## src/rtl/room_cmd_gen.sv

```systemverilog
// Button-to-command generator for the room FSM: sync, debounce, combine, emit one-cycle strobes.
// Optional build macro ROOM_CMD_GEN_AUTOPLAY_EN adds the built-in winning autoplay sequence.

module room_cmd_gen #(
  parameter int unsigned DB_CYC      = 4,
  parameter int unsigned COMBINE_CYC = 3,
  parameter int unsigned AUTO_GAP    = 8
) (
  input  logic       clk,
  input  logic       reset_n,
  input  logic       btn_n,
  input  logic       btn_s,
  input  logic       btn_e,
  input  logic       btn_w,
  input  logic       autoplay,
  input  logic       sw,
  input  logic       win,
  input  logic       d,
  output logic       n,
  output logic       s,
  output logic       e,
  output logic       w,
  output logic       v,
  output logic [7:0] moves,
  output logic       rej,
  output logic       locked
);

  localparam int unsigned DbW  = $clog2(DB_CYC + 1);
  localparam int unsigned CmbW = $clog2(COMBINE_CYC + 1);

  typedef enum logic [2:0] {
    StIdle, StCombine, StEmit, StRelease, StAuto, StLocked
  } state_e;

  // Button vectors are ordered {n, s, e, w}.
  logic [3:0]          sync1_q, sync2_q, db_q;
  logic [3:0][DbW-1:0] db_cnt_q;

  state_e              state_q;
  logic [CmbW-1:0]     cmb_cnt_q;
  logic [3:0]          cmd_q;
  logic [7:0]          moves_q;
  logic                rej_q, locked_q, v_q;

  function automatic logic legal_f(input logic [3:0] c);
    case (c)
      4'b1000, 4'b0100, 4'b0010, 4'b0001,
      4'b1010, 4'b1001, 4'b0110, 4'b0101: legal_f = 1'b1;
      default:                            legal_f = 1'b0;
    endcase
  endfunction

  function automatic logic [7:0] sat_inc(input logic [7:0] x);
    sat_inc = (x == 8'hFF) ? x : x + 8'd1;
  endfunction

  always_ff @(posedge clk or negedge reset_n) begin
    if (!reset_n) begin
      sync1_q  <= '0;
      sync2_q  <= '0;
      db_q     <= '0;
      db_cnt_q <= '0;
    end else begin
      sync1_q <= {btn_n, btn_s, btn_e, btn_w};
      sync2_q <= sync1_q;
      for (int i = 0; i < 4; i++) begin
        if (sync2_q[i] != db_q[i]) begin
          if (db_cnt_q[i] == DbW'(DB_CYC - 1)) begin
            db_q[i]     <= sync2_q[i];
            db_cnt_q[i] <= '0;
          end else begin
            db_cnt_q[i] <= db_cnt_q[i] + DbW'(1);
          end
        end else begin
          db_cnt_q[i] <= '0;
        end
      end
    end
  end

  always_ff @(posedge clk or negedge reset_n) begin
    if (!reset_n) begin
      v_q <= 1'b0;
    end else if (sw) begin
      v_q <= 1'b1;
    end
  end

`ifdef ROOM_CMD_GEN_AUTOPLAY_EN
  localparam int unsigned GapW = $clog2(AUTO_GAP + 1);

  logic [GapW-1:0] gap_cnt_q;
  logic [2:0]      step_q;

  function automatic logic [3:0] auto_code(input logic [2:0] idx);
    case (idx)
      3'd0:    auto_code = 4'b0010;
      3'd1:    auto_code = 4'b0100;
      3'd2:    auto_code = 4'b0001;
      3'd3:    auto_code = 4'b0010;
      default: auto_code = 4'b0110;
    endcase
  endfunction
`else
  logic unused_autoplay;
  assign unused_autoplay = autoplay ^ (AUTO_GAP == 0);
`endif

  always_ff @(posedge clk or negedge reset_n) begin
    if (!reset_n) begin
      state_q   <= StIdle;
      cmb_cnt_q <= '0;
      cmd_q     <= '0;
      moves_q   <= '0;
      rej_q     <= 1'b0;
      locked_q  <= 1'b0;
`ifdef ROOM_CMD_GEN_AUTOPLAY_EN
      gap_cnt_q <= '0;
      step_q    <= '0;
`endif
    end else begin
      cmd_q <= '0;
      rej_q <= 1'b0;
      // Game end wins over any pending emit in the same cycle.
      if (win || d) begin
        state_q  <= StLocked;
        locked_q <= 1'b1;
      end else begin
        unique case (state_q)
          StIdle: begin
`ifdef ROOM_CMD_GEN_AUTOPLAY_EN
            if (autoplay) begin
              state_q   <= StAuto;
              gap_cnt_q <= GapW'(AUTO_GAP - 1);
              step_q    <= '0;
            end else
`endif
            if (|db_q) begin
              state_q   <= StCombine;
              cmb_cnt_q <= CmbW'(COMBINE_CYC);
            end
          end
          StCombine: begin
            if (cmb_cnt_q == '0) begin
              if (legal_f(db_q)) begin
                cmd_q   <= db_q;
                moves_q <= sat_inc(moves_q);
                state_q <= StEmit;
              end else begin
                rej_q   <= 1'b1;
                state_q <= StRelease;
              end
            end else begin
              cmb_cnt_q <= cmb_cnt_q - CmbW'(1);
            end
          end
          StEmit: state_q <= StRelease;
          StRelease: begin
            if (db_q == '0) state_q <= StIdle;
          end
`ifdef ROOM_CMD_GEN_AUTOPLAY_EN
          StAuto: begin
            if (gap_cnt_q == '0) begin
              cmd_q     <= auto_code(step_q);
              moves_q   <= sat_inc(moves_q);
              gap_cnt_q <= GapW'(AUTO_GAP - 1);
              step_q    <= step_q + 3'd1;
              if (step_q == 3'd4) state_q <= StRelease;
            end else begin
              gap_cnt_q <= gap_cnt_q - GapW'(1);
            end
          end
`endif
          StLocked: state_q <= StLocked;
          default:  state_q <= StIdle;
        endcase
      end
    end
  end

  assign n      = cmd_q[3];
  assign s      = cmd_q[2];
  assign e      = cmd_q[1];
  assign w      = cmd_q[0];
  assign v      = v_q;
  assign moves  = moves_q;
  assign rej    = rej_q;
  assign locked = locked_q;

endmodule

```

## config.mk

```make
export PLATFORM = sky130hd
export DESIGN_NAME = room_cmd_gen
export DESIGN_NICKNAME = d
export VERILOG_FILES = /design/src/rtl/room_cmd_gen.sv
export SDC_FILE = /design/constraint.sdc
export NUM_CORES = 1
export LEC_CHECK = 0
export BUFFER_PORTS_ARGS = -buffer_cell sky130_fd_sc_hd__buf_2
export CORE_ASPECT_RATIO = 0.9
export CORE_MARGIN = 2
export CORE_UTILIZATION = 39
export DETAILED_ROUTE_END_ITERATION = 12
export GPL_TIMING_DRIVEN = 0
export HOLD_SLACK_MARGIN = 0.12
export PLACE_DENSITY = 0.61
export SYNTH_ARGS = -nofsm -noshare
export SYNTH_HDL_FRONTEND = slang
export SYNTH_SLANG_ARGS = --single-unit
```

## constraint.sdc

```tcl
create_clock -name clk -period 4.1 [get_ports clk]
set_clock_uncertainty 0.2 [all_clocks]
set_input_delay 0.41 -clock clk [delete_from_list [all_inputs] [get_ports clk]]
set_output_delay 0.41 -clock clk [all_outputs]
set_load 0.005 [all_outputs]
```

==> results of run 1 <==
-- metrics by stage --
stage / hold WS [ps] / setup WS (ps) / instance area (sq um)
2_1_floorplan: -85.59 / 2095 / 1770
3_3_place_gp: 132.8 / 1963 / 1963
3_5_place_dp: 134.7 / 1934 / 1963
4_1_cts: 130.6 / 1909 / 2145
5_1_grt: 128.6 / 1727 / 2145
6_report: 146.2 / 1936 / 2145
-- path summary, 6_finish.rpt --
path                                 startpoint                      to
setup / recovery            db_q[1]$_DFFE_PN0P_    moves[1]$_DFFE_PN0P_
hold / removal                                d  state_q[1]$_DFFE_PN0P_
setup reg to reg            db_q[1]$_DFFE_PN0P_    moves[1]$_DFFE_PN0P_
hold reg to reg            sync1_q[3]$_DFF_PN0_    sync2_q[3]$_DFF_PN0_
max in group asynchronous               reset_n    sync2_q[2]$_DFF_PN0_
min in group asynchronous               reset_n    moves[2]$_DFFE_PN0P_
-- timing repair --
action / in CTS / in global routing
gates resized for setup: 0 / 0
hold endpoints to repair: 49 / 0
hold buffers: 6 / 0
-- registers in the layout (all words and copies together) (netlist names) --
name       cells
locked         1
db_q           4
state_q        3
db_cnt_q      12
cmb_cnt_q      2
moves          8
cmd_q          4
rej            1
sync2_q        4
sync1_q        4
v              1
-- placed cells by master (no fill, tap or decap), types with 4 or more instances in the layout --
cell / netlist / final
and2_1: 4 / 4
buf_2: 0 / 23
clkbuf_8: 0 / 6
dfrtp_1: 44 / 44
dlygate4sd3_1: 0 / 6
ha_1: 8 / 8
inv_1: 5 / 5
mux2_2: 5 / 5
nand2_1: 8 / 8
nand3_1: 4 / 4
nand4_1: 4 / 4
nor2_1: 6 / 6
nor2b_1: 6 / 6
nor3_1: 4 / 4
nor3b_1: 6 / 6
xnor2_1: 10 / 10
-- cell type report --
class	instances	area share, %
clock inverters	2	1.809
multi-input cells	86	29.81
plain buffers	1	0.5251
clock buffers	6	3.851
well taps	62	3.617
flip-flops and latches	44	51.34
repair buffers	29	8.168
inverters	5	0.8751
-- layer usage --
| metal | vias up | share of wire, % | track usage (%) |
|---|---|---|---|
| li1 | 537 | - | - |
| met1 | 546 | 42 | 15.13 |
| met2 | 28 | 50 | 23.25 |
| met3 | 7 | 5.2 | 4.418 |
| met4 | 0 | 2.1 | 7.366 |
| met5 | - | 0 | 0 |
-- where the power goes --
group	internal [mW]	total, mW	switching (mW)	leakage (nW)
combinational	0.105	0.194	0.0891	0.428
sequential	0.489	0.540	0.0505	0.559
clock	0.199	0.346	0.147	0.0614
-- cells by family (layout without fill, tap and decap cells) --
logic type | count (synthesis) | count (layout) | synth area share (%)
compound gates | 7 | 7 | 3.393
xor+xnor | 11 | 11 | 5.442
fa+ha+maj | 8 | 8 | 5.654
buf+inv | 6 | 43 | 1.696
flops | 44 | 44 | 62.19
mux | 5 | 5 | 3.180
simple gates | 55 | 55 | 18.45
==> qor.yml, run 1 <==
status: "complete, no violations"
worstMarginPinSlew_ps: 937.4
drive_gt1_share_pct: 25.43
clkLatencyLatePin_ps: 300
synth.distinct_cells: 33
grt_pass1_wl_um: 5078
vias: 1118
netlist_top_cells_count: "dfrtp_1, xnor2_1, ha_1, nand2_1"
globalplace.congestion: 0.7781
antenna_found_initial: 0
htreeDepth: 2
p_total_mw: 1.079
ys_seq_area_share_pct: 62.19
reg2reg_slack_ps: 1940
drt-initial-drc-count: 72
period_minus_slack_ps: 2164
die_x_um: 75.02
syn_nets: 154
cts.clk_slew.worst_paths_ps: 80
postCtsSetupRepairBufs: 0
rsz0062_at_grt: "false"
gr-usage-all-layers_pct: 13.65
p_leak_nw: 1.048
yosysWarningCount: 0
setup_tns_ps: 0
dp_cells: 221
die-area_sq_um: 5095
fin_util_pct: 48.71
path_depth: 7
slowest_stage: "dfrtp_1"
fmaxAchievable_mhz: 462.2
synth_ff_type: "dfrtp_1"
yosysMostFrequentCell: "dfrtp_1"
fillers: 401
fin_nets: 190
seq_area_sq_um: 1101
synth_top_cell_by_area: "dfrtp_1"
path_max_fanout: 8
min_path_type: "input pin to flip-flop"
cts_tree: "yes"
min_path_cells: 2
ant_nets: 0
critPathLaunchType: "flip-flop"
dp_hpwl_um: 2051
period_share_pct: 52.77
irDropWorstVdd_mv: 0.2056
avgViaCountPerCell: 4.757
synth_edf_count: 0
hold_viol_final: 0
slew_headroom_pct: 37.51
gr-total-overflow: 0
firstDrtPassIters: 4
syn_inst: 136
cp.arrival_ps: 2160
crit_buf_inv: 2
area_growth_pct: 21.13
cp-end-kind: "flip-flop"
drc: 0
ios: 25
drv_slew: 0
numPortBuffers: 23
slowest_delay_ps: 440
async_flop_share_pct: 100.0
reg2reg_depth: 7
root_buffer: "clkbuf_8"
synth.avg_cell_area_sq_um: 13.02
synth_top_area_share_pct: 62.19
ys_ff_latch: 44
cpLargestDelayFamily: "flip-flops"
grt_pass1_vias: 1182
cts_sinks: 44
design.core.area_sq_um: 4403
syn_area_sq_um: 1770
max_cap_viol_count: 0
setup_viol: 0
die_height_um: 67.92
crit_required_ps: 4090
clk_path_buf_depth: 2
std_cell_rows: 23
cts_buffers: 5
instances_no_fill: 235
antenna_cells: 0
grt_max_degree: 45
initial_core_util_pct: 40.21
critical_path_class: "flip-flop to flip-flop"
finalWirelength_um: 2904
crit_chain: "inv_1, ha_1, nor2_2, o32ai_2, and3b_1, buf_6, mux2_2"
multi_input_area_sq_um: 639.4
power_density_nw_per_um2: 503.3
routedWlPerCell_um: 12.36
synthTopCellsByArea: "dfrtp_1, ha_1, xnor2_1"
No activity file was read; power rests on OpenSTA's default activity.
==> run 2, diff against run 1 <==
==> constraint.sdc (replaced) <==
create_clock -name clk -period 2.2 [get_ports clk]
set_clock_uncertainty 0.2 [all_clocks]
set_input_delay 0.22 -clock clk [delete_from_list [all_inputs] [get_ports clk]]
set_output_delay 0.22 -clock clk [all_outputs]
set_load 0.005 [all_outputs]
==> run 2 against run 1 <==
  * Final cell count grew 3.0%
  * Worst setup slack worse by 1800 ps
  * Via count up 2.2%
  * Utilization increased by 2.4 points
  * Maximum frequency up 5.2%
  * Flip-flop and latch count is the same
  * Hold slack improved by 7.3 ps
  * Sequential share of layout area down 2.3 points
==> qor.yml, run 2 (same netlist as run 1, synthesis figures left out) <==
drc: 0
routedWlPerCell_um: 12.21
initial_core_util_pct: 40.21
clk_path_buf_depth: 2
ant_nets: 0
min_to: "sync2_q[3]$_DFF_PN0_"
crit-reg2reg-launch: "db_q[1]$_DFFE_PN0P_"
fin_area_sq_um: 2252
grt_max_degree: 45
cp.arrival_ps: 2050
antenna_found_initial: 0
die-area_sq_um: 5095
fin_ws_ps: 142.7
cts.clk_slew.worst_paths_ps: 80
final_cell_mix: "dfrtp_1, buf_2, xnor2_1, nand2_1, dlygate4sd3_1"
cts_tree: "yes"
root_buffer: "clkbuf_8"
grt_pass1_vias: 1182
firstDrtPassIters: 4
regMostFlops: "db_cnt_q"
hold_start: "sync1_q[3]$_DFF_PN0_"
fillers: 399
htreeDepth: 2
max_cap_viol_count: 0
fmaxAchievable_mhz: 486.1
globalplace.congestion: 0.7781
gr-usage-all-layers_pct: 13.65
cp-end-kind: "flip-flop"
dp_slack_ps: 34.30
reg2reg_slack_ps: 140
vias: 1143
numPortBuffers: 23
critPathLaunchType: "flip-flop"
period_minus_slack_ps: 2057
drv_slew: 0
setup_tns_ps: 0
mostFrequentLayoutCell: "dfrtp_1"
fin_nets: 197
fin_util_pct: 51.15
status: "complete, no violations"
design.core.area_sq_um: 4403
drt-initial-drc-count: 57
r2r-end: "moves[1]$_DFFE_PN0P_"
largest_reg_flops: 12
worstMarginPinSlew_ps: 945.4
irDropWorstVdd_mv: 0.3829
path_max_fanout: 8
period_share_pct: 93.51
hold_viol_final: 0
cts_buffers: 5
drive_gt1_share_pct: 30.56
p_leak_nw: 1.082
antenna_cells: 0
std_cell_rows: 23
crit_required_ps: 2190
ios: 25
area_growth_pct: 27.21
power_density_nw_per_um2: 951.7
cts_sinks: 44
min_path_cells: 0
gr-total-overflow: 0
reg2reg_depth: 6
p_total_mw: 2.143
critical_path_class: "flip-flop to flip-flop"
grt_pass1_wl_um: 5078
slew_headroom_pct: 36.97
dpl_cell_area_sq_um: 1963
min_path_type: "flip-flop to flip-flop"
die_x_um: 75.02
die_height_um: 67.92
rsz0062_at_grt: "false"
dp_hpwl_um: 2051
finalWirelength_um: 2954
setup_viol: 0
clkLatencyLatePin_ps: 300
avgViaCountPerCell: 4.723
run 2: layout make-up:
type / instances / area (sq um) / area share [%]
plain buffers: 1 / 11.26 / 0.5000
clock buffers: 6 / 82.58 / 3.667
flip-flops and latches: 44 / 1104 / 49.00
clock inverters: 2 / 38.79 / 1.722
inverters: 5 / 18.77 / 0.8333
well taps: 62 / 77.57 / 3.444
repair buffers: 36 / 232.7 / 10.33
multi-input cells: 86 / 686.9 / 30.50
run 2: worst max-delay path by stage:
stage | startpoint | end | depth (start not counted)
6_report | db_q[1]$_DFFE_PN0P_ | moves[1]$_DFFE_PN0P_ | 6
3_3_place_gp | db_q[1]$_DFFE_PN0P_ | moves[1]$_DFFE_PN0P_ | 7
3_5_place_dp | db_q[1]$_DFFE_PN0P_ | moves[1]$_DFFE_PN0P_ | 7
4_1_cts | db_q[1]$_DFFE_PN0P_ | moves[1]$_DFFE_PN0P_ | 7
2_1_floorplan | db_q[0]$_DFFE_PN0P_ | moves[1]$_DFFE_PN0P_ | 7
5_1_grt | db_q[1]$_DFFE_PN0P_ | moves[5]$_DFFE_PN0P_ | 7
run 2: routing by layer:
layer	track usage [%]	share of wire, %
met5	0	0
met3	4.418	5.0
met2	23.25	49
met1	15.13	43
met4	7.366	2.2
run 2: critical path, cell delays in order, from the launching register on:
cell and delay (ps):
dfrtp_2 460, ha_4 170, and2_4 150, o32ai_4 290, and3b_1 220, buf_6 130
mux2_2 320
run 2: timing repair:
action	4_1_cts	5_1_grt
setup buffers	0	5
setup endpoints to repair	0	7
resized for setup	0	9
hold buffers	8	0
hold endpoints to repair	54	0
run 2: per-stage QoR:
step                      instances  hold slack [ps]
after floorplan                 136           -275.6
after global placement          221            127.8
after detailed placement        221            129.3
after CTS                       237            155.3
after global routing            242            165.6
final                           242            153.5
run 2: report_power, final:
| part | internal (mW) | leakage, nW | switching [mW] |
|---|---|---|---|
| Combinational | 0.275 | 0.464 | 0.205 |
| Sequential | 0.916 | 0.556 | 0.102 |
| Clock | 0.371 | 0.0614 | 0.274 |
| Total | 1.56 | 1.08 | 0.581 |
==> run 3, diff against run 2 <==
--- a/config.mk
+++ b/config.mk
@@ -9,6 +9,7 @@
 export CORE_ASPECT_RATIO = 0.9
 export CORE_MARGIN = 2
 export CORE_UTILIZATION = 39
+export CTS_BUF_LIST = sky130_fd_sc_hd__clkbuf_16
 export DETAILED_ROUTE_END_ITERATION = 12
 export GPL_TIMING_DRIVEN = 0
 export HOLD_SLACK_MARGIN = 0.12
==> run 3 against run 2 <==
  * Cell area rose by 2.3%
  * Combinational power barely moved
  * Die area did not move
  * Total power rose by 8.6%
  * Register-to-register slack barely moved
  * Sequential share of layout area fell by 1.1 points
==> qor.yml, run 3 (same netlist as run 1, synthesis figures left out) <==
slew_headroom_pct: 36.67
grt.busiest_layer: "met2"
fin_area_sq_um: 2303
grt_pass1_wl_um: 5064
clk_path_buf_depth: 2
netSwitchingFraction_pct: 25.92
grtUsageMet3_pct: 6.186
cts_tree: "yes"
avgViaCountPerCell: 4.769
hold_viol_final: 0
firstDrtPassIters: 6
final_cell_mix: "dfrtp_1, buf_2, xnor2_1, nand2_1, dlygate4sd3_1"
crit_chain: "dlygate4sd3_1, buf_2, nor4_4, nand3_2, and3b_1, buf_6, mux2_2"
dpl_cell_area_sq_um: 1963
antenna_cells: 0
drt-initial-drc-count: 64
cts_sinks: 44
period_share_pct: 93.87
period_minus_slack_ps: 2065
setup_viol: 0
area_growth_pct: 30.11
crit_required_ps: 2170
die-area_sq_um: 5095
ant_nets: 0
regMostFlops: "db_cnt_q"
power_frac_seq_pct: 43.7
critPathLaunchType: "input pin"
fillers: 391
drive_gt1_share_pct: 30.00
routedWlPerCell_um: 12.28
root_buffer: "clkbuf_16"
power_density_nw_per_um2: 1011
ios: 25
htreeDepth: 2
fin_util_pct: 52.32
p_total_mw: 2.329
slowest_stage: "dlygate4sd3_1"
finalWirelength_um: 2971
clkLatencyLatePin_ps: 290
die_height_um: 67.92
fin_nets: 197
largest_reg_flops: 12
min_path_cells: 0
drv_slew: 0
path_max_fanout: 8
cp.arrival_ps: 2040
design.core.area_sq_um: 4403
drc: 0
worstMarginPinSlew_ps: 949.9
cts.clk_slew.worst_paths_ps: 60
gr-usage-all-layers_pct: 13.65
clkPwrFrac_pct: 35.6
mostFrequentLayoutCell: "dfrtp_1"
grt_pass1_vias: 1179
p_sw_uw: 603.7
irDropWorstVdd_mv: 0.5116
slowest_delay_ps: 530
status: "complete, no violations"
min_path_type: "flip-flop to flip-flop"
reg2reg_depth: 6
dp_hpwl_um: 2051
antenna_found_initial: 0
die_x_um: 75.02
std_cell_rows: 23
gr-total-overflow: 0
cp-end-kind: "flip-flop"
fmaxAchievable_mhz: 484.2
intPower_mw: 1.725
met2_usage_pct: 23.25
combPwrFrac_pct: 20.6
globalplace.congestion: 0.7781
numPortBuffers: 23
setup_tns_ps: 0
grt_use_met1_pct: 15.13
initial_core_util_pct: 40.21
p_leak_nw: 1.103
grt_max_degree: 45
max_cap_viol_count: 0
vias: 1154
cts_buffers: 5
critical_path_class: "input pin to flip-flop"
run 3: critical path: cells and delay by family:
| kind | cells | cell delay [ps] |
|---|---|---|
| muxes | 1 | 320 |
| and+or+nand+nor | 3 | 680 |
| buffers and inverters | 3 | 810 |
run 3: layer usage:
metal	vias up	routed length (um)
li1	554	-
met1	565	1287
met2	29	1467
met3	6	171
met4	0	46
met5	-	0
run 3: final timing paths:
check                      slack, ps              endpoint            startpoint
max                              130  moves[1]$_DFFE_PN0P_                     d
min                              150  sync2_q[3]$_DFF_PN0_  sync1_q[3]$_DFF_PN0_
max reg2reg                      150  moves[1]$_DFFE_PN0P_   db_q[1]$_DFFE_PN0P_
min reg2reg                      150  sync2_q[3]$_DFF_PN0_  sync1_q[3]$_DFF_PN0_
max in group asynchronous        730   db_q[1]$_DFFE_PN0P_               reset_n
min in group asynchronous        420         v$_DFFE_PN0P_               reset_n
run 3: through the flow:
step | instances | hold slack, ps | setup slack, ps
floorplan | 136 | -275.6 | 195.1
global placement | 221 | 127.8 | 62.52
detailed placement | 221 | 129.3 | 34.30
CTS | 237 | 149.4 | 13.13
global route | 242 | 158.7 | -1.344
finish | 242 | 148.3 | 134.9
run 3: timing repair:
action / 4_1_cts / 5_1_grt
endpoints found under the hold margin: 54 / 0
buffers inserted: 0 / 5
hold buffers: 8 / 0
gates resized for setup: 0 / 9
endpoints found under the setup margin: 0 / 7
run 3: layout make-up:
type	instances	area [sq um]	area share [%]
Inverter	5	18.77	0.8148
Tap cell	62	77.57	3.368
Buffer	1	11.26	0.4889
Clock inverter	3	42.54	1.847
Sequential cell	44	1104	47.91
Clock buffer	5	125.1	5.432
Multi-Input combinational cell	86	691.9	30.04
Timing Repair Buffer	36	232.7	10.10
run 3: power by group through the flow:
stage,Combinational [mW],Clock [mW],Sequential (mW)
after floorplan,0.281,0,0.998
after global placement,0.334,0,1.01
after detailed placement,0.366,0,1.03
after CTS,0.378,0.858,1.01
after global routing,0.556,0.888,1.04
final,0.480,0.830,1.02
